File: config.mk
export PLATFORM = sky130hd
export DESIGN_NAME = lanes_deserializer_mx_flat
export DESIGN_NICKNAME = d
export VERILOG_FILES = /design/src/rtl/usb4_rx_pkg.sv /design/src/rtl/lanes_deserializer_mx_if.sv /design/src/rtl/lane_shift_reg.sv /design/src/rtl/lanes_deserializer_mx.sv /design/src/flat_wrapper.sv
export SDC_FILE = /design/constraint.sdc
export NUM_CORES = 1
export LEC_CHECK = 0
export ABC_AREA = 1
export BUFFER_PORTS_ARGS = -buffer_cell sky130_fd_sc_hd__buf_2
export CAP_MARGIN = 25
export CORE_ASPECT_RATIO = 0.9
export CORE_UTILIZATION = 35
export CTS_BUF_LIST = sky130_fd_sc_hd__clkbuf_4
export DETAILED_ROUTE_END_ITERATION = 12
export SYNTH_ARGS = -nofsm -noshare
export SYNTH_HDL_FRONTEND = slang
export SYNTH_SLANG_ARGS = --single-unit
File: constraint.sdc
create_clock -name clk -period 4 [get_ports clk]
set_clock_uncertainty 0.2 [all_clocks]
set_input_delay 0.2 -clock clk [delete_from_list [all_inputs] [get_ports clk]]
set_output_delay 0.2 -clock clk [all_outputs]
set_load 0.05 [all_outputs]
File: src/rtl/usb4_rx_pkg.sv
// Shared definitions for the USB4 receive-side lane deserializer:
// generation codes, per-generation frame lengths and the lookup between them.
package usb4_rx_pkg;

  typedef enum logic [1:0] {
    GEN4     = 2'b00,
    GEN3     = 2'b01,
    GEN2     = 2'b10,
    GEN_RSVD = 2'b11
  } gen_e;

  localparam int FL_GEN4 = 8;
  localparam int FL_GEN3 = 132;
  localparam int FL_GEN2 = 66;

  // The reserved code falls through to the Gen4 length.
  function automatic int unsigned frame_len(input gen_e gen);
    case (gen)
      GEN3:    return FL_GEN3;
      GEN2:    return FL_GEN2;
      default: return FL_GEN4;
    endcase
  endfunction

endpackage

File: src/rtl/lanes_deserializer_mx_if.sv
// Bus between the lane PHY serial side (master) and the deserializer (slave).
interface lanes_deserializer_mx_if #(
  parameter int WIDTH     = 132,
  parameter int NUM_LANES = 2
);
  logic                       enable_deser;
  logic [1:0]                 gen_speed;
  logic [NUM_LANES-1:0]       lane_rx_ser;
  logic                       bit_slip;
  logic [NUM_LANES*WIDTH-1:0] lane_rx_parallel;
  logic                       frame_valid;
  logic                       slip_ack;
  logic                       descr_rst;
  logic                       enable_dec;

  // No back-pressure: frame_valid and slip_ack are one-cycle pulses that the
  // consumer must take when high; lane_rx_parallel then holds until the next frame.
  modport master (
    output enable_deser, gen_speed, lane_rx_ser, bit_slip,
    input  lane_rx_parallel, frame_valid, slip_ack, descr_rst, enable_dec
  );

  modport slave (
    input  enable_deser, gen_speed, lane_rx_ser, bit_slip,
    output lane_rx_parallel, frame_valid, slip_ack, descr_rst, enable_dec
  );

endinterface

File: src/rtl/lane_shift_reg.sv
// One lane: LSB-first serial shift register plus the captured parallel frame.
module lane_shift_reg #(
  parameter int WIDTH = 132,
  parameter int CW    = $clog2(WIDTH + 1)
) (
  input  logic             clk,
  input  logic             rst,
  input  logic             clear,
  input  logic             ser,
  input  logic             capture,
  input  logic [CW-1:0]    fl,
  output logic [WIDTH-1:0] par
);

  // The oldest bit shifts out before any capture can see it, so only
  // WIDTH-1 history bits are stored.
  logic [WIDTH-2:0] sh_q, sh_d;
  logic [WIDTH-1:0] par_q, par_d;
  logic [WIDTH-1:0] nxt;

  always_comb begin
    nxt   = {ser, sh_q};
    sh_d  = clear ? '0 : nxt[WIDTH-1:1];
    par_d = par_q;
    if (clear) begin
      par_d = '0;
    end else if (capture) begin
      // Newest FL bits sit at the top of nxt; bring them down, zero-extended.
      par_d = nxt >> (CW'(WIDTH) - fl);
    end
  end

  always_ff @(posedge clk) begin
    if (!rst) begin
      sh_q  <= '0;
      par_q <= '0;
    end else begin
      sh_q  <= sh_d;
      par_q <= par_d;
    end
  end

  assign par = par_q;

endmodule

File: src/rtl/lanes_deserializer_mx.sv
// Multi-lane USB4 receive deserializer: shared frame counter, bit-slip
// alignment and decoder-enable gating over NUM_LANES lane shift registers.
module lanes_deserializer_mx
  import usb4_rx_pkg::*;
#(
  parameter int WIDTH     = 132,
  parameter int NUM_LANES = 2
) (
  input logic                    clk,
  input logic                    rst,
  lanes_deserializer_mx_if.slave bus
);

  localparam int CW = $clog2(WIDTH + 1);

  logic [CW-1:0] cnt_q, cnt_d;
  logic [1:0]    gen_q, gen_d;
  logic          frm_seen_q, frm_seen_d;
  logic          frame_valid_q, frame_valid_d;
  logic          slip_ack_q, slip_ack_d;
  logic          enable_dec_q, enable_dec_d;

  logic [CW-1:0] fl;
  logic          clear, last, capture, slip_acc;
  logic [NUM_LANES*WIDTH-1:0] par_flat;

  always_comb begin
    fl       = CW'(frame_len(gen_e'(gen_q)));
    clear    = !bus.enable_deser || (bus.gen_speed != gen_q);
    last     = (cnt_q == fl - CW'(1));
    capture  = !clear && last;
    // A slip on the capture cycle would split a frame, so it is dropped there.
    slip_acc = !clear && bus.bit_slip && !last;

    gen_d         = clear ? bus.gen_speed : gen_q;
    frame_valid_d = capture;
    slip_ack_d    = slip_acc;
    cnt_d         = cnt_q;
    frm_seen_d    = frm_seen_q;
    enable_dec_d  = enable_dec_q;

    if (clear) begin
      cnt_d        = '0;
      frm_seen_d   = 1'b0;
      enable_dec_d = 1'b0;
    end else if (slip_acc) begin
      frm_seen_d   = 1'b0;
      enable_dec_d = 1'b0;
    end else if (last) begin
      cnt_d        = '0;
      enable_dec_d = frm_seen_q;
      frm_seen_d   = 1'b1;
    end else begin
      cnt_d = cnt_q + CW'(1);
    end
  end

  always_ff @(posedge clk) begin
    if (!rst) begin
      cnt_q         <= '0;
      gen_q         <= bus.gen_speed;
      frm_seen_q    <= 1'b0;
      frame_valid_q <= 1'b0;
      slip_ack_q    <= 1'b0;
      enable_dec_q  <= 1'b0;
    end else begin
      cnt_q         <= cnt_d;
      gen_q         <= gen_d;
      frm_seen_q    <= frm_seen_d;
      frame_valid_q <= frame_valid_d;
      slip_ack_q    <= slip_ack_d;
      enable_dec_q  <= enable_dec_d;
    end
  end

  for (genvar i = 0; i < NUM_LANES; i++) begin : g_lane
    lane_shift_reg #(.WIDTH(WIDTH)) u_lane (
      .clk     (clk),
      .rst     (rst),
      .clear   (clear),
      .ser     (bus.lane_rx_ser[i]),
      .capture (capture),
      .fl      (fl),
      .par     (par_flat[i*WIDTH +: WIDTH])
    );
  end

  assign bus.lane_rx_parallel = par_flat;
  assign bus.frame_valid      = frame_valid_q;
  assign bus.slip_ack         = slip_ack_q;
  assign bus.enable_dec       = enable_dec_q;
  assign bus.descr_rst        = !clear && (cnt_q == fl - CW'(2));

endmodule

File: src/flat_wrapper.sv
// flat-port wrapper written by rule: the top's interface ports become plain ports
module lanes_deserializer_mx_flat import usb4_rx_pkg::*;
#(
  parameter int WIDTH     = 132,
  parameter int NUM_LANES = 2
)
  (clk, rst, bus_enable_deser, bus_gen_speed, bus_lane_rx_ser, bus_bit_slip, bus_lane_rx_parallel, bus_frame_valid, bus_slip_ack, bus_descr_rst, bus_enable_dec);
  lanes_deserializer_mx_if #(.WIDTH(WIDTH), .NUM_LANES(NUM_LANES)) bus_i ();
  input logic clk;
  input logic rst;
  input wire logic [$bits(bus_i.enable_deser)-1:0] bus_enable_deser;
  input wire logic [$bits(bus_i.gen_speed)-1:0] bus_gen_speed;
  input wire logic [$bits(bus_i.lane_rx_ser)-1:0] bus_lane_rx_ser;
  input wire logic [$bits(bus_i.bit_slip)-1:0] bus_bit_slip;
  output wire logic [$bits(bus_i.lane_rx_parallel)-1:0] bus_lane_rx_parallel;
  output wire logic [$bits(bus_i.frame_valid)-1:0] bus_frame_valid;
  output wire logic [$bits(bus_i.slip_ack)-1:0] bus_slip_ack;
  output wire logic [$bits(bus_i.descr_rst)-1:0] bus_descr_rst;
  output wire logic [$bits(bus_i.enable_dec)-1:0] bus_enable_dec;
  assign bus_i.enable_deser = bus_enable_deser;
  assign bus_i.gen_speed = bus_gen_speed;
  assign bus_i.lane_rx_ser = bus_lane_rx_ser;
  assign bus_i.bit_slip = bus_bit_slip;
  assign bus_lane_rx_parallel = bus_i.lane_rx_parallel;
  assign bus_frame_valid = bus_i.frame_valid;
  assign bus_slip_ack = bus_i.slip_ack;
  assign bus_descr_rst = bus_i.descr_rst;
  assign bus_enable_dec = bus_i.enable_dec;
  lanes_deserializer_mx #(.WIDTH(WIDTH), .NUM_LANES(NUM_LANES)) u_core (.clk(clk), .rst(rst), .bus(bus_i));
endmodule
-- Word level (Yosys, flattened, before mapping)
Index checks and enable logic that the tools add are counted.
- input port bits: 8
- register bits: 540
- word-level logic and storage cells: 37
- eq/ne operators: 6
- bitwise gates (word level): 1
- shift-type cells: 2
- $add $sub $neg: 4
- multiplexer cells: 4
- reduce and logical (&&, ||, !) cells: 10
- operator list (cell ; number):
    >> shifter 132 x 8 -> 132 bit ; 2
    equality test 8 bit ; 2
    case mux 8 bit (2 select lines) ; 1
    adder 8 x 1 -> 8 bit (second input constant) ; 1
    two-way mux 8 bit ; 1
    subtractor 8 x 1 -> 8 bit (second input constant) ; 1
    subtractor 8 x 2 -> 8 bit (second input constant) ; 1
    subtractor 8 bit (first input constant) ; 1
    logical AND 1 bit ; 4
    two-way mux 2 bit ; 2
    zero test 1 bit ; 3
    OR reduction 3 bit ; 1
    equality test 2 x 1 -> 1 bit (second input constant) ; 1
    equality test 2 bit (second input constant) ; 1
    inequality test 2 x 1 -> 1 bit (second input constant) ; 1
    inequality test 2 bit ; 1
    OR reduction 2 bit ; 1
    logical OR 1 bit ; 1
    inverter 1 bit ; 1

-- Longest topological paths before layout
Gate-level depths: netlist (run 1).
- word-level depth: 7
- gate-level depth with buffers: 13
- depth with buffers taken out: 11

-- Cells and area by module
From an unflattened synthesis (run 1), not the netlist that was laid out.
- cell total of the unflattened synthesis: 5960
- area, all modules: 35993.3 µm²
- modules (own cells, without submodules) (module ; times used ; cells an instance ; seq. area each (µm²) ; area an instance (µm²)):
    lane_shift_reg ; 2 ; 2917 ; 5265.0 ; 17554.3
    lanes_deserializer_mx ; 1 ; 126 ; 300.3 ; 884.6

-- Worst setup path before layout (run 1)
No wires, ideal clock.
- kind: reg-to-output
- start point: register u_core.gen_q[0]
- end point: output bus_descr_rst
- data arrival time: 2.464 ns
- slack: 1.136 ns
- cell stages (with the launch flop): 11
- path buffers: 2
- path through: edfxtp_1 inv_2 ha_1 inv_1 nand2_1 nand3_1 nor2_4 buf_2 buf_2 nand2_1 nor3_1
- cells in the longest elaborated chain, start to end: 5
- elaborated cells on any way between the ends: 9
- those cells by class: add/sub: 1; eq/ne: 4; mux: 1; reduce/logical: 3
- ends and longest elaborated chain (element ; line ; text):
    start: declaration ; lanes_deserializer_mx.sv:17 ; logic [1:0] gen_q, gen_d;
    start signal: assignment ; lanes_deserializer_mx.sv:61 ; gen_q <= bus.gen_speed;
    start signal: assignment ; lanes_deserializer_mx.sv:68 ; gen_q <= gen_d;
    equality test 2 bit / equality test 2 x 1 -> 1 bit (equally long branches) ; usb4_rx_pkg.sv:18 ; case (gen)
    case mux 8 bit (2 select lines) ; usb4_rx_pkg.sv:18 ;
    subtractor 8 x 2 -> 8 bit ; lanes_deserializer_mx.sv:92 ; assign bus.descr_rst = !clear && (cnt_q == fl - CW'(2));
    equality test 8 bit ; lanes_deserializer_mx.sv:92 ;
    logical AND 1 bit (*) ; lanes_deserializer_mx.sv:92 ;
    end: declaration ; flat_wrapper.sv:18 ; output wire logic [$bits(bus_i.descr_rst)-1:0] bus_descr_rst;
Mark *: on every way between the ends. The rest lies on a longest branch, timed or not.

-- Final worst setup path (run 1)
Ends and elaborated chain as after synthesis.

==> metrics.md, run 1 <==
| Metric | Value |
|---|---|
| Status | finished clean |
| Measured slew at the worst slew-check pin | 1.16 ns |
| R2r endpoint | u_core.g_lane[0].u_lane.par[24] |
| FF-to-FF setup slack | 0.91 ns |
| TritonRoute pass-1 iters | 6 |
| Async SR Flop Fraction | 0 |
| Synth-to-Final Area Change | 15.3% |
| Post-Place Worst Slack | 0.930 ns |
| Max-cap violations | 0 |
| Total chip power | 11.7 mW |
| Die ar. | 71600 sq um |
| Worst setup SP type | register |
| Share of post-route cells with drive strength above 1 | 0.142 |
| Largest net degree at the start of global routing | 194 |
| Clock tree buffer depth | 3 |
| Crit path DAT | 3.20 ns |
| H-tree levels | 4 |
| RSZ-0062 raised after global routing | false |
| TritonCTS clock tree | done |
| Critical Path Source | u_core.gen_q[0] |
| Post-Synthesis Cells | 3699 |
| Core Box Area | 69100 sq um |
| Synth cell types | 31 |
| TritonCTS buffer count | 153 |
| Gr ovfl total | 0 |
| Fmax achieved | 0.278 GHz |
| CP endpoint kind | primary output |
| Buffers on Ports | 275 |
| Vias in the first global route | 22200 |
| Skew-Pair Late Insertion Delay | 0.97 ns |
| Setup violators final | 0 |
| Setup WS post-layout | 0.402 ns |
| Combinational power share | 0.099 |
| Worst reg2reg path startpoint | u_core.gen_q[0] |
| WL/cell | 15.5 um |
| Final antenna-violating net count | 0 |
| Post-synthesis net count | 3712 |
| Final Critical Period | 3.60 ns |
| NetSw | 3.31 mW |
| Die X | 282 um |
| Max-slew headroom | 0.224 |
| Hold Slack | 0.157 ns |
| Leakage power total | 11.9 nW |
| Total GRT Usage | 0.213 |
| DP HPWL | 48300 um |
| Setup_tns | 0 ns |
| Worst setup path endpoint | bus_descr_rst |
| Clock power frac | 0.439 |
| Final layout net count | 3904 |
| FILL cells | 7518 |
| Root Buffer | clkbuf_4 |
| Final Hold Viols | 0 |
| Pwr dens | 410 nW/um^2 |
| Max-slew violation count | 0 |
| Seq pwr share | 0.462 |
| Multi-input logic area | 11300 sq um |
| CTS sink count | 540 |
| Crit path kind | reg2out |
| Via density | 4.89 |
| Post-CTS setup buffers | 0 |
| First-pass GRT wire length | 122000 um |
| CP Data Required Time | 3.60 ns |
| Sequential cell area fraction in the yosys report | 0.439 |
| Clock transition at path regs | 0.06 ns |
| Ys Warns | 0 |
| Routed wire length | 76500 um |
| Post-route DRC violation count | 0 |
| Crit-path max FO | 39 |
| Core Rows | 91 |
| Syn avg cell area | 6.67 sq um |
| Final worst-path cycle share | 0.900 |
| Mapped cell area | 24700 sq um |
| FF+latch area | 10800 sq um |
| Worst reg-to-reg path cell count | 11 |
| Die height | 254 um |
| Initial Util | 0.357 |
| Worst hold path class | in2reg |
| Internal power component | 8.35 mW |
| Vias | 24100 |
| Post-synthesis register bit count | 540 |
| Max VDD drop | 0.155 mV |
| Sw Ratio | 0.284 |
| Antenna violations before repair | 2 |
| Global placement routability congestion | 0.808 |
| Synth Flop Type | dfxtp_1 |
| DRC marker count from the first detailed-route iteration | 2041 |
| I/O Pins | 276 |
| EDFF count, synth | 2 |
[sequential cells by signal, summed over array words and instances, names as in the netlist]
signal and cells:
u_core.g_lane.u_lane.par 264, u_core.g_lane.u_lane.sh_q 262, u_core.cnt_q 8, u_core.gen_q 2, u_core.bus.enable_dec 1, u_core.bus.frame_valid 1, u_core.bus.slip_ack 1, u_core.frm_seen_q 1
[worst min-delay path by stage]
stage,start,endpoint,slack [ns],cells past startpoint
after CTS,bus_lane_rx_ser[0],u_core.g_lane[0].u_lane.par[131],0.03,6
after global routing,bus_bit_slip,u_core.cnt_q[1],0.13,5
final,bus_lane_rx_ser[0],u_core.g_lane[0].u_lane.par[131],0.16,6
after detailed placement,u_core.g_lane[1].u_lane.sh_q[1],u_core.g_lane[1].u_lane.sh_q[0],0.23,2
after global placement,u_core.g_lane[0].u_lane.sh_q[65],u_core.g_lane[0].u_lane.sh_q[64],0.23,2
after floorplan,bus_gen_speed[0],u_core.gen_q[0],0.1,0
[layer usage]
metal	track usage	vias to the layer above	part of all wire
li1	-	12300	-
met1	0.316	11000	0.50
met2	0.288	677	0.40
met3	0.0616	89	0.082
met4	0.0674	2	0.015
met5	0	-	0.00010
[cells in the final DEF, fill, tap and decap left out, types with 3 or more instances in the layout]
| cell type | instances |
|---|---|
| nand2_1 | 1004 |
| nor2_1 | 548 |
| dfxtp_1 | 538 |
| inv_1 | 322 |
| buf_2 | 275 |
| nand3_1 | 252 |
| a21oi_1 | 251 |
| clkbuf_4 | 218 |
| o21ai_0 | 200 |
| nand4_1 | 130 |
| o211ai_1 | 83 |
| o21ai_1 | 49 |
| clkinv_1 | 28 |
| buf_4 | 22 |
| dlygate4sd3_1 | 16 |
| buf_12 | 15 |
| inv_2 | 9 |
| clkinv_2 | 4 |
| nor2_4 | 3 |
| ha_4 | 3 |
| bufinv_16 | 3 |
[layout make-up]
type / count / area share
Clock inverter: 43 / 0.00919
Sequential cell: 540 / 0.381
Inverter: 330 / 0.0442
Timing Repair Buffer: 328 / 0.0704
Tap cell: 930 / 0.0409
Clock buffer: 218 / 0.0575
Antenna cell: 1 / 0.0000880
Multi-Input combinational cell: 2538 / 0.397
[synthesized netlist by cell type (8+ instances only)]
cell type / instances / share of area
a21oi_1: 251 / 0.051
buf_1: 11 / 0.0017
buf_2: 145 / 0.029
buf_4: 13 / 0.0040
buf_6: 8 / 0.0037
clkbuf_1: 113 / 0.017
dfxtp_1: 538 / 0.44
inv_1: 322 / 0.049
nand2_1: 1005 / 0.15
nand3_1: 254 / 0.052
nand4_1: 130 / 0.033
nor2_1: 549 / 0.084
o211ai_1: 83 / 0.025
o21ai_0: 200 / 0.041
o21ai_1: 49 / 0.0099
[worst max-delay path, stage by stage (launching register included)]
cell      delay, ns
edfxtp_1       0.48
inv_2          0.16
ha_4           0.15
inv_1          0.04
nand2_1        0.04
nand3_1        0.10
nor2_4         0.22
buf_4          0.42
nand2_1        0.14
nor3_1         0.19
buf_2          0.30
[power groups by stage]
| stage | Clock, mW | Sequential, mW | Combinational (mW) |
|---|---|---|---|
| after global placement | 0 | 5.51 | 1.13 |
| final | 5.12 | 5.39 | 1.15 |
| after floorplan | 0 | 5.51 | 0.849 |
| after global routing | 5.56 | 5.38 | 1.28 |
| after detailed placement | 0 | 5.51 | 1.13 |
| after CTS | 5.30 | 5.39 | 1.14 |
[per-stage QoR]
| step | cells | utilization | area, sq um |
|---|---|---|---|
| 2_1_floorplan | 3699 | - | 24700 |
| 3_3_place_gp | 4650 | 0.382 | 26400 |
| 3_5_place_dp | 4650 | 0.382 | 26400 |
| 4_1_cts | 4927 | 0.412 | 28400 |
| 5_1_grt | 4928 | 0.412 | 28400 |
| 6_report | 4928 | 0.412 | 28400 |
[what timing repair did]
item,in CTS,in global routing
hold buffers,16,0
endpoints found under the hold margin,421,0
gates resized for setup,0,0
[cell families (layout without fill, tap and decap cells)]
logic type                 after synthesis  after routing  synth area share
AOI/OAI and AO/OA                      585            585             0.127
xor gates and xnor gates                 1              1          0.000355
adders and majority gates                5              5           0.00254
buffers and inverters                  621            919             0.106
DFF                                    540            540             0.439
other                                    0              1                 0
and+or+nand+nor                       1947           1947             0.325
Note: power is estimated with default switching activity, not from simulation.
==> run 2: changes to the inputs <==
--- a/config.mk
+++ b/config.mk
@@ -9,8 +9,9 @@
 export BUFFER_PORTS_ARGS = -buffer_cell sky130_fd_sc_hd__buf_2
 export CAP_MARGIN = 25
 export CORE_ASPECT_RATIO = 0.9
-export CORE_UTILIZATION = 35
+export CORE_UTILIZATION = 40
 export CTS_BUF_LIST = sky130_fd_sc_hd__clkbuf_4
+export CTS_CLUSTER_SIZE = 16
 export DETAILED_ROUTE_END_ITERATION = 12
 export SYNTH_ARGS = -nofsm -noshare
 export SYNTH_HDL_FRONTEND = slang
==> metrics.md, run 2 (synthesized netlist as in run 1, its figures left out) <==
| Metric | Value |
|---|---|
| Slowest-stage cell, CP | edfxtp_1 |
| Die height | 238 um |
| Crit-path max FO | 33 |
| Post-Place Worst Slack | 0.814 ns |
| Crit path kind | reg2out |
| Measured slew at the worst slew-check pin | 0.979 ns |
| Via density | 5.03 |
| Post-CTS setup buffers | 0 |
| Core Rows | 85 |
| Seq pwr share | 0.460 |
| Max incr delay on CP | 0.48 ns |
| Post-route DRC violation count | 0 |
| Cell Chain, Critical Path | inv_2, ha_4, buf_4, nand2_1, nand3_2, nor2_1, nand2_1, nor3_1, buf_2 |
| WL/cell | 15.8 um |
| Total GRT Usage | 0.237 |
| Die X | 264 um |
| TritonRoute pass-1 iters | 7 |
| Status | finished clean |
| Commonest non-fill, non-tap cells in the layout | nand2_1, nor2_1, dfxtp_1, inv_1, buf_2 |
| Clock transition at path regs | 0.06 ns |
| Largest net degree at the start of global routing | 198 |
| Global placement routability congestion | 0.829 |
| Setup WS post-layout | 0.316 ns |
| H-tree levels | 4 |
| First-pass GRT wire length | 121000 um |
| CP Depth | 9 |
| Max-slew headroom | 0.348 |
| Setup violators final | 0 |
| Buffers on Ports | 275 |
| Max-slew violation count | 0 |
| Initial Util | 0.409 |
| Gr ovfl total | 0 |
| FILL cells | 6530 |
| Max VDD drop | 0.226 mV |
| Final Critical Period | 3.68 ns |
| Antenna violations before repair | 4 |
| Largest register FFs | 264 |
| Internal power component | 8.45 mW |
| Post-CTS resize count | 0 |
| Vias in the first global route | 22600 |
| Clock tree buffer depth | 3 |
| I/O Pins | 276 |
| Final Hold Viols | 0 |
| Pwr dens | 415 nW/um^2 |
| DP HPWL | 46300 um |
| Worst reg-to-reg path cell count | 10 |
| DRC marker count from the first detailed-route iteration | 2026 |
| Final antenna-violating net count | 0 |
| Leakage power total | 12.0 nW |
| Hold Crit Depth | 5 |
| Crit path max-delay family | simple AND/OR/NAND/NOR gates |
| Final worst-path cycle share | 0.921 |
| Sw Ratio | 0.279 |
| Synth-to-Final Area Change | 14.5% |
| Worst setup SP type | register |
| Most common cell after layout, fill and taps aside | nand2_1 |
| Placed instance area | 26200 sq um |
| Skew-Pair Late Insertion Delay | 1.00 ns |
| Routed wire length | 75300 um |
| Worst path bufs/invs | 3 |
| FF+latch area | 10800 sq um |
| RSZ-0062 raised after global routing | false |
| Core Box Area | 60400 sq um |
| Setup_tns | 0 ns |
| Multi-input logic area | 11300 sq um |
| Share of post-route cells with drive strength above 1 | 0.142 |
| CTS sink count | 540 |
| Hold buffers post-CTS | 17 |
| Die ar. | 62700 sq um |
| Design Area, Final | 28300 sq um |
| Total chip power | 11.7 mW |
| Fmax achieved | 0.271 GHz |
| Final layout net count | 3899 |
| CP Data Required Time | 3.60 ns |
| Worst hold path class | in2reg |
| Vias | 24000 |
| Root Buffer | clkbuf_4 |
| Combinational power share | 0.099 |
| Crit path DAT | 3.28 ns |
| TritonCTS clock tree | done |
| Clock power frac | 0.441 |
| NetSw | 3.27 mW |
| Max-cap violations | 0 |
| TritonCTS buffer count | 148 |
| CP endpoint kind | primary output |
| Most common cell on crit path | nand2_1 |
## run 2: cell types whose count changed in the layout (fill, tap and decap cells not counted), moves of 2 or more
cell,before,now
diode_2,1,7
buf_12,15,13
clkbuf_4,218,225
clkinv_4,2,0
clkinv_1,28,17
clkinv_2,4,2
## run 2: cell type report
class | instances | share of cell area
Antenna cell | 7 | 0.000620
Clock buffer | 225 | 0.0598
Clock inverter | 27 | 0.00748
Inverter | 330 | 0.0445
Multi-Input combinational cell | 2538 | 0.400
Sequential cell | 540 | 0.383
Tap cell | 783 | 0.0347
Timing Repair Buffer | 328 | 0.0700
## run 2: final timing paths
kind	from	end	slack [ns]
setup / recovery	u_core.gen_q[0]	bus_descr_rst	0.32
hold / removal	bus_bit_slip	u_core.cnt_q[6]	0.14
setup reg to reg	u_core.gen_q[0]	u_core.cnt_q[1]	0.55
hold reg to reg	u_core.g_lane[1].u_lane.sh_q[12]	u_core.g_lane[1].u_lane.sh_q[11]	0.22
## run 2: metal layers
metal | part of all wire | track usage | up-vias
li1 | - | - | 12300
met1 | 0.51 | 0.347 | 11000
met2 | 0.41 | 0.337 | 666
met3 | 0.067 | 0.0590 | 96
met4 | 0.016 | 0.0745 | 2
met5 | 0.00017 | 0 | -
## run 2: stage by stage
| step | std cells | util | hold WS (ns) |
|---|---|---|---|
| 2_1_floorplan | 3699 | - | 0.0989 |
| 3_3_place_gp | 4502 | 0.433 | 0.229 |
| 3_5_place_dp | 4502 | 0.433 | 0.222 |
| 4_1_cts | 4771 | 0.468 | 0.0398 |
| 5_1_grt | 4773 | 0.468 | 0.152 |
| 6_report | 4778 | 0.468 | 0.143 |
## run 2: power groups by stage
stage / sequential [mW] / combinational [mW] / clock [mW]
final: 5.39 / 1.16 / 5.17
after global routing: 5.38 / 1.28 / 5.62
after CTS: 5.39 / 1.14 / 5.34
after detailed placement: 5.51 / 1.13 / 0
after global placement: 5.51 / 1.13 / 0
after floorplan: 5.51 / 0.849 / 0
## run 2: tightest hold or removal path: cells and delay by family
family / cells / cell delay, ns
buffers and inverters: 2 / 0.64
AND/OR/NAND/NOR: 2 / 0.40
AO/OA/AOI/OAI: 1 / 0.05
